==> config.mk <==
export PLATFORM = sky130hd
export DESIGN_NAME = psimd_issue_ctrl
export DESIGN_NICKNAME = d
export VERILOG_FILES = /design/src/rtl/psimd_issue_ctrl.sv
export SDC_FILE = /design/constraint.sdc
export NUM_CORES = 1
export LEC_CHECK = 0
export BUFFER_PORTS_ARGS = -buffer_cell sky130_fd_sc_hd__clkbuf_2
export CAP_MARGIN = 20
export CORE_MARGIN = 8
export CORE_UTILIZATION = 48
export CTS_CLUSTER_SIZE = 24
export DETAILED_ROUTE_END_ITERATION = 8
export GPL_TIMING_DRIVEN = 0
export PLACE_DENSITY_LB_ADDON = 0.25
export SETUP_SLACK_MARGIN = 0.5
export SLEW_MARGIN = 0
export SYNTH_ARGS = -nofsm -noshare
export SYNTH_HDL_FRONTEND = slang
export SYNTH_SLANG_ARGS = --single-unit
==> constraint.sdc <==
create_clock -name clk -period 8.8 [get_ports clk]
set_input_delay 0.44 -clock clk [delete_from_list [all_inputs] [get_ports clk]]
set_output_delay 0.44 -clock clk [all_outputs]
set_load 0.01 [all_outputs]
==> src/rtl/psimd_issue_ctrl.sv <==
`default_nettype none
// ============================================================================
//  Module   : psimd_issue_ctrl
//  Purpose  : Issue/sequencing controller for the PSIMD DLFloat datapath.
//             It contains an instruction FIFO with a valid/ready handshake,
//             a per-register pending-write scoreboard that enforces RAW
//             ordering against a fixed-latency execution pipe, writeback
//             tracking, and sticky per-lane IEEE exception flags.
//  Optional : PSIMD_WB_BYPASS_EN. When defined, a source whose last pending
//             write is being written back this cycle does not stall issue.
//  Ports    : clk, rst (sync, active-high)
//             instr_valid/instr/instr_ready     upstream handshake
//             issue_valid/issue_instr/issue_ready  downstream issue
//             wb_valid/wb_rd                    writeback of writing ops
//             eu_* [LANES]                      EU flags, sampled on wb_valid
//             flag_clr, invalid..div_by_zero    sticky flag clear/outputs
//             fifo_count                        FIFO occupancy
//  Revision : 1.0 - initial release
// ============================================================================
module psimd_issue_ctrl #(
    parameter int LANES  = 4,
    parameter int DEPTH  = 4,
    parameter int EU_LAT = 3,
    parameter int NREG   = 32
) (
    input  logic                       clk,
    input  logic                       rst,
    input  logic                       instr_valid,
    input  logic [31:0]                instr,
    output logic                       instr_ready,
    output logic                       issue_valid,
    output logic [31:0]                issue_instr,
    input  logic                       issue_ready,
    output logic                       wb_valid,
    output logic [4:0]                 wb_rd,
    input  logic [LANES-1:0]           eu_invalid,
    input  logic [LANES-1:0]           eu_inexact,
    input  logic [LANES-1:0]           eu_overflow,
    input  logic [LANES-1:0]           eu_underflow,
    input  logic [LANES-1:0]           eu_div_by_zero,
    input  logic                       flag_clr,
    output logic [LANES-1:0]           invalid,
    output logic [LANES-1:0]           inexact,
    output logic [LANES-1:0]           overflow,
    output logic [LANES-1:0]           underflow,
    output logic [LANES-1:0]           div_by_zero,
    output logic [$clog2(DEPTH):0]     fifo_count
);

    localparam int c_PTR_W  = $clog2(DEPTH);
    localparam int c_CNT_W  = c_PTR_W + 1;
    localparam int c_PEND_W = $clog2(EU_LAT + 1);
`ifdef PSIMD_WB_BYPASS_EN
    localparam bit c_BYPASS = 1'b1;
`else
    localparam bit c_BYPASS = 1'b0;
`endif

    // ---------------- FIFO ----------------
    logic [31:0]          r_mem [DEPTH];
    logic [c_PTR_W-1:0]   r_wr_ptr;
    logic [c_PTR_W-1:0]   r_rd_ptr;
    logic [c_CNT_W-1:0]   r_count;
    logic                 w_full;
    logic                 w_push;
    logic                 w_pop;
    logic [31:0]          w_head;

    assign w_full = (r_count == c_CNT_W'(DEPTH));
    assign w_push = instr_valid && !w_full;
    assign w_pop  = issue_valid;
    assign w_head = r_mem[r_rd_ptr];

    always_ff @(posedge clk) begin
        if (rst) begin
            r_wr_ptr <= '0;
            r_rd_ptr <= '0;
            r_count  <= '0;
        end else begin
            if (w_push) begin
                r_mem[r_wr_ptr] <= instr;
                r_wr_ptr        <= r_wr_ptr + 1'b1;
            end
            if (w_pop) begin
                r_rd_ptr <= r_rd_ptr + 1'b1;
            end
            if (w_push && !w_pop) begin
                r_count <= r_count + 1'b1;
            end else if (w_pop && !w_push) begin
                r_count <= r_count - 1'b1;
            end
        end
    end

    // ---------------- Head decode ----------------
    logic [4:0] w_rd, w_rs1, w_rs2, w_rs3;
    logic       w_writes;
    logic       w_use_rs3;

    assign w_rd      = w_head[11:7];
    assign w_rs1     = w_head[19:15];
    assign w_rs2     = w_head[24:20];
    assign w_rs3     = w_head[31:27];
    assign w_writes  = (w_head[6:0] != 7'b0100111);
    assign w_use_rs3 = (w_head[6:4] == 3'b100);

    // ---------------- In-flight pipe ----------------
    logic [EU_LAT-1:0] r_pipe_v;
    logic [4:0]        r_pipe_rd [EU_LAT];
    logic              w_wb_valid;
    logic [4:0]        w_wb_rd;
    logic              w_issue_wr;

    assign w_wb_valid = r_pipe_v[EU_LAT-1];
    assign w_wb_rd    = r_pipe_rd[EU_LAT-1];
    assign w_issue_wr = issue_valid && w_writes;

    // The pipe never stalls: issue_ready only gates new entries.
    always_ff @(posedge clk) begin
        if (rst) begin
            for (int i = 0; i < EU_LAT; i++) begin
                r_pipe_v[i]  <= 1'b0;
                r_pipe_rd[i] <= '0;
            end
        end else begin
            r_pipe_v[0]  <= w_issue_wr;
            r_pipe_rd[0] <= w_issue_wr ? w_rd : 5'd0;
            for (int i = 1; i < EU_LAT; i++) begin
                r_pipe_v[i]  <= r_pipe_v[i-1];
                r_pipe_rd[i] <= r_pipe_rd[i-1];
            end
        end
    end

    // ---------------- Scoreboard ----------------
    // A counter per register tracks outstanding writers so that WAW issue
    // keeps the register busy until the last writer retires. An issue and a
    // writeback to the same register in one cycle cancel, so the newer
    // writer keeps the register busy.
    logic [c_PEND_W-1:0] r_pend [NREG];

    always_ff @(posedge clk) begin
        if (rst) begin
            for (int r = 0; r < NREG; r++) begin
                r_pend[r] <= '0;
            end
        end else begin
            for (int r = 0; r < NREG; r++) begin
                if ((w_issue_wr && w_rd == 5'(r)) && !(w_wb_valid && w_wb_rd == 5'(r))) begin
                    r_pend[r] <= r_pend[r] + 1'b1;
                end else if (!(w_issue_wr && w_rd == 5'(r)) && (w_wb_valid && w_wb_rd == 5'(r))) begin
                    r_pend[r] <= r_pend[r] - 1'b1;
                end
            end
        end
    end

    function automatic logic f_blocked(input logic [4:0] reg_id);
        logic retiring;
        retiring  = c_BYPASS && (r_pend[reg_id] == c_PEND_W'(1))
                    && w_wb_valid && (w_wb_rd == reg_id);
        f_blocked = (r_pend[reg_id] != '0) && !retiring;
    endfunction

    logic w_hazard;
    always_comb begin
        w_hazard = f_blocked(w_rs1) || f_blocked(w_rs2);
        if (w_use_rs3 && f_blocked(w_rs3)) begin
            w_hazard = 1'b1;
        end
    end

    assign instr_ready = !w_full;
    assign issue_valid = (r_count != '0) && issue_ready && !w_hazard;
    assign issue_instr = issue_valid ? w_head : 32'd0;
    assign wb_valid    = w_wb_valid;
    assign wb_rd       = w_wb_valid ? w_wb_rd : 5'd0;
    assign fifo_count  = r_count;

    // ---------------- Sticky flags ----------------
    // Clear applies to the old value only; same-cycle new bits survive.
    logic [LANES-1:0] r_invalid, r_inexact, r_overflow, r_underflow, r_div_by_zero;

    always_ff @(posedge clk) begin
        if (rst) begin
            r_invalid     <= '0;
            r_inexact     <= '0;
            r_overflow    <= '0;
            r_underflow   <= '0;
            r_div_by_zero <= '0;
        end else begin
            r_invalid     <= (flag_clr ? '0 : r_invalid)     | (w_wb_valid ? eu_invalid     : '0);
            r_inexact     <= (flag_clr ? '0 : r_inexact)     | (w_wb_valid ? eu_inexact     : '0);
            r_overflow    <= (flag_clr ? '0 : r_overflow)    | (w_wb_valid ? eu_overflow    : '0);
            r_underflow   <= (flag_clr ? '0 : r_underflow)   | (w_wb_valid ? eu_underflow   : '0);
            r_div_by_zero <= (flag_clr ? '0 : r_div_by_zero) | (w_wb_valid ? eu_div_by_zero : '0);
        end
    end

    assign invalid     = r_invalid;
    assign inexact     = r_inexact;
    assign overflow    = r_overflow;
    assign underflow   = r_underflow;
    assign div_by_zero = r_div_by_zero;

endmodule
`default_nettype wire

==> impl_metrics.prom <==
# TYPE chip_impl_metric gauge
chip_impl_metric{name="postRouteAntennaNets",unit=""} 0
chip_impl_metric{name="min_period",unit="ps"} 5040
chip_impl_info{name="crit_path_top_delay_cell",value="buf_1"} 1
chip_impl_metric{name="first_pass_grt_wire_length",unit="um"} 45100
chip_impl_metric{name="drt-pass1-iter-count",unit=""} 5
chip_impl_metric{name="timing.final.crit_share",unit=""} 0.572
chip_impl_metric{name="design.portCount",unit=""} 120
chip_impl_info{name="critPathMostFrequentCell",value="buf_2"} 1
chip_impl_info{name="final_cell_mix",value="192 x edfxtp_1, 118 x clkbuf_2, 114 x nor2_1"} 1
chip_impl_metric{name="clk_transition_reported_paths",unit="ps"} 60
chip_impl_metric{name="maximum_clock_frequency",unit="GHz"} 0.199
chip_impl_metric{name="routabilityCongestion",unit=""} 0.913
chip_impl_metric{name="chipHeight",unit="um"} 172
chip_impl_metric{name="cp_slowest_stage_delay",unit="ps"} 510
chip_impl_metric{name="nNetsFinal",unit=""} 1171
chip_impl_metric{name="tritoncts.num_buffers",unit=""} 25
chip_impl_metric{name="final.hold.worst_slack",unit="ps"} 124
chip_impl_metric{name="synth_seq_area_share",unit=""} 0.575
chip_impl_metric{name="vdd_drop_max",unit="mV"} 0.176
chip_impl_metric{name="n_antenna_cell",unit=""} 0
chip_impl_metric{name="drt_iter0_markers",unit=""} 720
chip_impl_metric{name="port_buffers",unit=""} 118
chip_impl_metric{name="detail_route.drc_violations",unit=""} 0
chip_impl_info{name="synth_ff_type",value="edfxtp_1"} 1
chip_impl_metric{name="cts_sinks",unit=""} 239
chip_impl_info{name="timing.critical_path.max_delay_family",value="buffers and inverters"} 1
chip_impl_metric{name="placeableCoreArea",unit="um2"} 24100
chip_impl_info{name="clockRootBuffer",value="clkbuf_16"} 1
chip_impl_metric{name="grt_overflow",unit=""} 0
chip_impl_metric{name="tightestPinTransition",unit="ps"} 1120
chip_impl_metric{name="syn_avg_cell_area",unit="um2"} 12.1
chip_impl_metric{name="first_global_vias",unit=""} 8138
chip_impl_metric{name="start_util",unit=""} 0.484
chip_impl_metric{name="power_density",unit="nW/um2"} 227
chip_impl_metric{name="cp_data_arrival_time",unit="ps"} 5490
chip_impl_metric{name="design.die.area",unit="um2"} 29600
chip_impl_metric{name="grt_max_degree",unit=""} 33
chip_impl_metric{name="ctsLongestPathBuffers",unit=""} 3
chip_impl_metric{name="final_sum_of_negative_setup_slack",unit="ps"} 0
chip_impl_metric{name="skew",unit="ps"} 29.6
chip_impl_metric{name="ys.warnings.count",unit=""} 0
chip_impl_info{name="timing.critical_path.cells",value="buf_2 -> buf_2 -> buf_1 -> mux4_2 -> nor2_1 -> nand2_1 -> a31oi_1 -> nand4_1 -> and2_1 -> buf_4 -> and2_4 -> inv_2 -> buf_2 -> buf_1 -> ha_1 -> inv_1 -> fa_1 -> xor2_1 -> or3_1 -> a21oi_1"} 1
chip_impl_metric{name="route.vias.total",unit=""} 8364
chip_impl_metric{name="hpwlAfterDp",unit="um"} 21300
chip_impl_metric{name="postRouteWirelength",unit="um"} 29700
chip_impl_info{name="tritoncts",value="yes"} 1
chip_impl_info{name="layout_commonest_cell",value="edfxtp_1"} 1
chip_impl_metric{name="reg2regPathDepth",unit=""} 20
chip_impl_info{name="timing_worst_setup_path_type",value="reg2reg"} 1
chip_impl_metric{name="timing.critical_path.buf_inv",unit=""} 8
chip_impl_metric{name="number_of_distinct_library_cells_after_synthesis",unit=""} 65
chip_impl_metric{name="setup-violations-final",unit=""} 0
chip_impl_info{name="timing.hold.worst.class",value="in2reg"} 1
chip_impl_info{name="hold_path.startpoint",value="instr[24]"} 1
chip_impl_metric{name="synth-edff-count",unit=""} 192
chip_impl_info{name="timing.rr.end",value="fifo_count[2]$_SDFFE_PP0P_"} 1
chip_impl_metric{name="worst_endpoint_required_time",unit="ps"} 9250
chip_impl_metric{name="cts_htree_levels",unit=""} 1
chip_impl_metric{name="cts_setup_buffers",unit=""} 0
chip_impl_metric{name="worstHoldPathCells",unit=""} 1
chip_impl_metric{name="detail_route.vias_per_cell",unit=""} 5.77
chip_impl_metric{name="floorplan.die.width",unit="um"} 172
chip_impl_metric{name="synth-async-reset-ratio",unit=""} 0
chip_impl_metric{name="drive_gt1_frac",unit=""} 0.204
chip_impl_metric{name="final_critical_path_setup_slack",unit="ps"} 3760
chip_impl_metric{name="slew_headroom",unit=""} 0.246
chip_impl_metric{name="post_synthesis_net_count",unit=""} 1026
chip_impl_metric{name="cts_hold_buf",unit=""} 0
chip_impl_info{name="start_kind",value="flop"} 1
chip_impl_metric{name="insertion_delay",unit="ps"} 540
chip_impl_metric{name="ff2ff_setup_slack",unit="ps"} 3760
chip_impl_metric{name="routedWlPerCell",unit="um"} 20.5
chip_impl_metric{name="yosys_register_bits",unit=""} 239
chip_impl_metric{name="synth_cell_area",unit="um2"} 11700
chip_impl_info{name="timing.hold.worst_endpoint",value="r_mem[1][24]$_DFFE_PP_"} 1
chip_impl_info{name="rsz0062_at_grt",value="no"} 1
chip_impl_metric{name="post_placement_worst_setup_slack",unit="ps"} 3740
chip_impl_metric{name="drv_cap",unit=""} 0
chip_impl_metric{name="globalRouteTotalUtil",unit=""} 0.199
chip_impl_metric{name="grt_antenna_before_repair",unit=""} 0
chip_impl_metric{name="placementRows",unit=""} 57
chip_impl_metric{name="synthCells",unit=""} 963
chip_impl_metric{name="final_core_utilization",unit=""} 0.558
chip_impl_info{name="status",value="completed"} 1
chip_impl_metric{name="leakage",unit="nW"} 4.95
chip_impl_metric{name="critical_path_maximum_fanout",unit=""} 10
chip_impl_metric{name="finalMaxSlewViolations",unit=""} 0
chip_impl_metric{name="areaGrowthSynthToFinish",unit="%"} 15.3
chip_impl_metric{name="final_hold_viol_count",unit=""} 0
chip_impl_metric{name="post_cts_resized",unit=""} 0
chip_impl_info{name="endpoint_kind",value="flop"} 1
layout make-up:
class	count	area, um2
fillers	2116	10700
flip-flops and latches	239	6710
clock buffers	30	664
clock inverters	14	110
repair buffers	118	591
inverters	11	41.3
well taps	324	405
multi-input cells	653	4610
plain buffers	60	330
per-stage QoR:
step	total power [mW]	cell area, um2	std cells
2_1_floorplan	1.84	11700	963
3_3_place_gp	2.05	12700	1405
3_5_place_dp	2.06	12700	1405
4_1_cts	3.06	13500	1449
5_1_grt	3.17	13500	1449
6_report	3.05	13500	1449
power breakdown:
part / leakage, nW / switching, mW / internal (mW)
Combinational: 2.36 / 0.431 / 0.282
Clock: 0.390 / 0.435 / 0.569
Sequential: 2.20 / 0.0377 / 1.30
sequential cells by signal, summed over array words and instances, names as in the netlist, named ones only:
signal and count:
underflow 4, r_mem 128, r_pend 64, r_rd_ptr 2
invalid 4, r_wr_ptr 2, r_pipe_rd 15, inexact 4
r_pipe_v 3, fifo_count 3, div_by_zero 4, overflow 4
synthesized netlist by cell type, types with 4 or more instances:
cell | count | share of area
nor2b_1 | 36 | 0.019
a21oi_1 | 24 | 0.010
o41ai_1 | 4 | 0.0030
a2111o_1 | 4 | 0.0039
a2bb2oi_1 | 4 | 0.0030
o21a_1 | 5 | 0.0032
mux2i_1 | 41 | 0.035
buf_6 | 7 | 0.0068
mux4_2 | 31 | 0.060
o311ai_1 | 7 | 0.0053
nand4_1 | 5 | 0.0027
and3_1 | 23 | 0.012
nand2b_1 | 5 | 0.0027
buf_2 | 11 | 0.0047
xnor2_1 | 11 | 0.0083
nand3_1 | 28 | 0.012
buf_4 | 6 | 0.0039
o211ai_1 | 5 | 0.0032
nand2_1 | 70 | 0.023
clkbuf_1 | 26 | 0.0084
buf_1 | 9 | 0.0029
o311ai_0 | 8 | 0.0060
and2_1 | 13 | 0.0070
ha_1 | 5 | 0.0054
edfxtp_1 | 192 | 0.49
or3_1 | 29 | 0.016
o21ai_0 | 11 | 0.0047
a22oi_1 | 26 | 0.017
nor3_1 | 30 | 0.013
dfxtp_1 | 47 | 0.081
inv_1 | 10 | 0.0032
nor2_1 | 114 | 0.037
o31a_1 | 4 | 0.0030
nor4_1 | 23 | 0.012
xor2_1 | 47 | 0.035
metal layers:
metal / routed length (um) / global-route usage / vias up
li1: - / - / 3923
met1: 12200 / 0.261 / 4047
met2: 14800 / 0.338 / 344
met3: 2020 / 0.0311 / 50
met4: 628 / 0.0547 / 0
met5: 0 / 0 / -
how the worst max path moves through the flow:
| stage | start | end | slack (ps) | depth (start not counted) |
|---|---|---|---|---|
| after floorplan | flop | fifo_count[2]$_SDFFE_PP0P_ | 4670 | 19 |
| after global placement | flop | fifo_count[2]$_SDFFE_PP0P_ | 3840 | 20 |
| after detailed placement | flop | fifo_count[2]$_SDFFE_PP0P_ | 3740 | 20 |
| after CTS | flop | fifo_count[2]$_SDFFE_PP0P_ | 3720 | 20 |
| after global routing | flop | fifo_count[2]$_SDFFE_PP0P_ | 3350 | 20 |
| final | flop | fifo_count[2]$_SDFFE_PP0P_ | 3760 | 20 |
logic make-up after synthesis:
kind of cell | share of synthesized area
AO/OA/AOI/OAI | 0.0733
XOR/XNOR | 0.0435
adder cells (fa/ha/maj) | 0.00707
buffers and inverters | 0.0318
flip-flops | 0.575
multiplexers | 0.101
AND/OR/NAND/NOR | 0.169
Note: power is estimated with default switching activity, not from simulation.
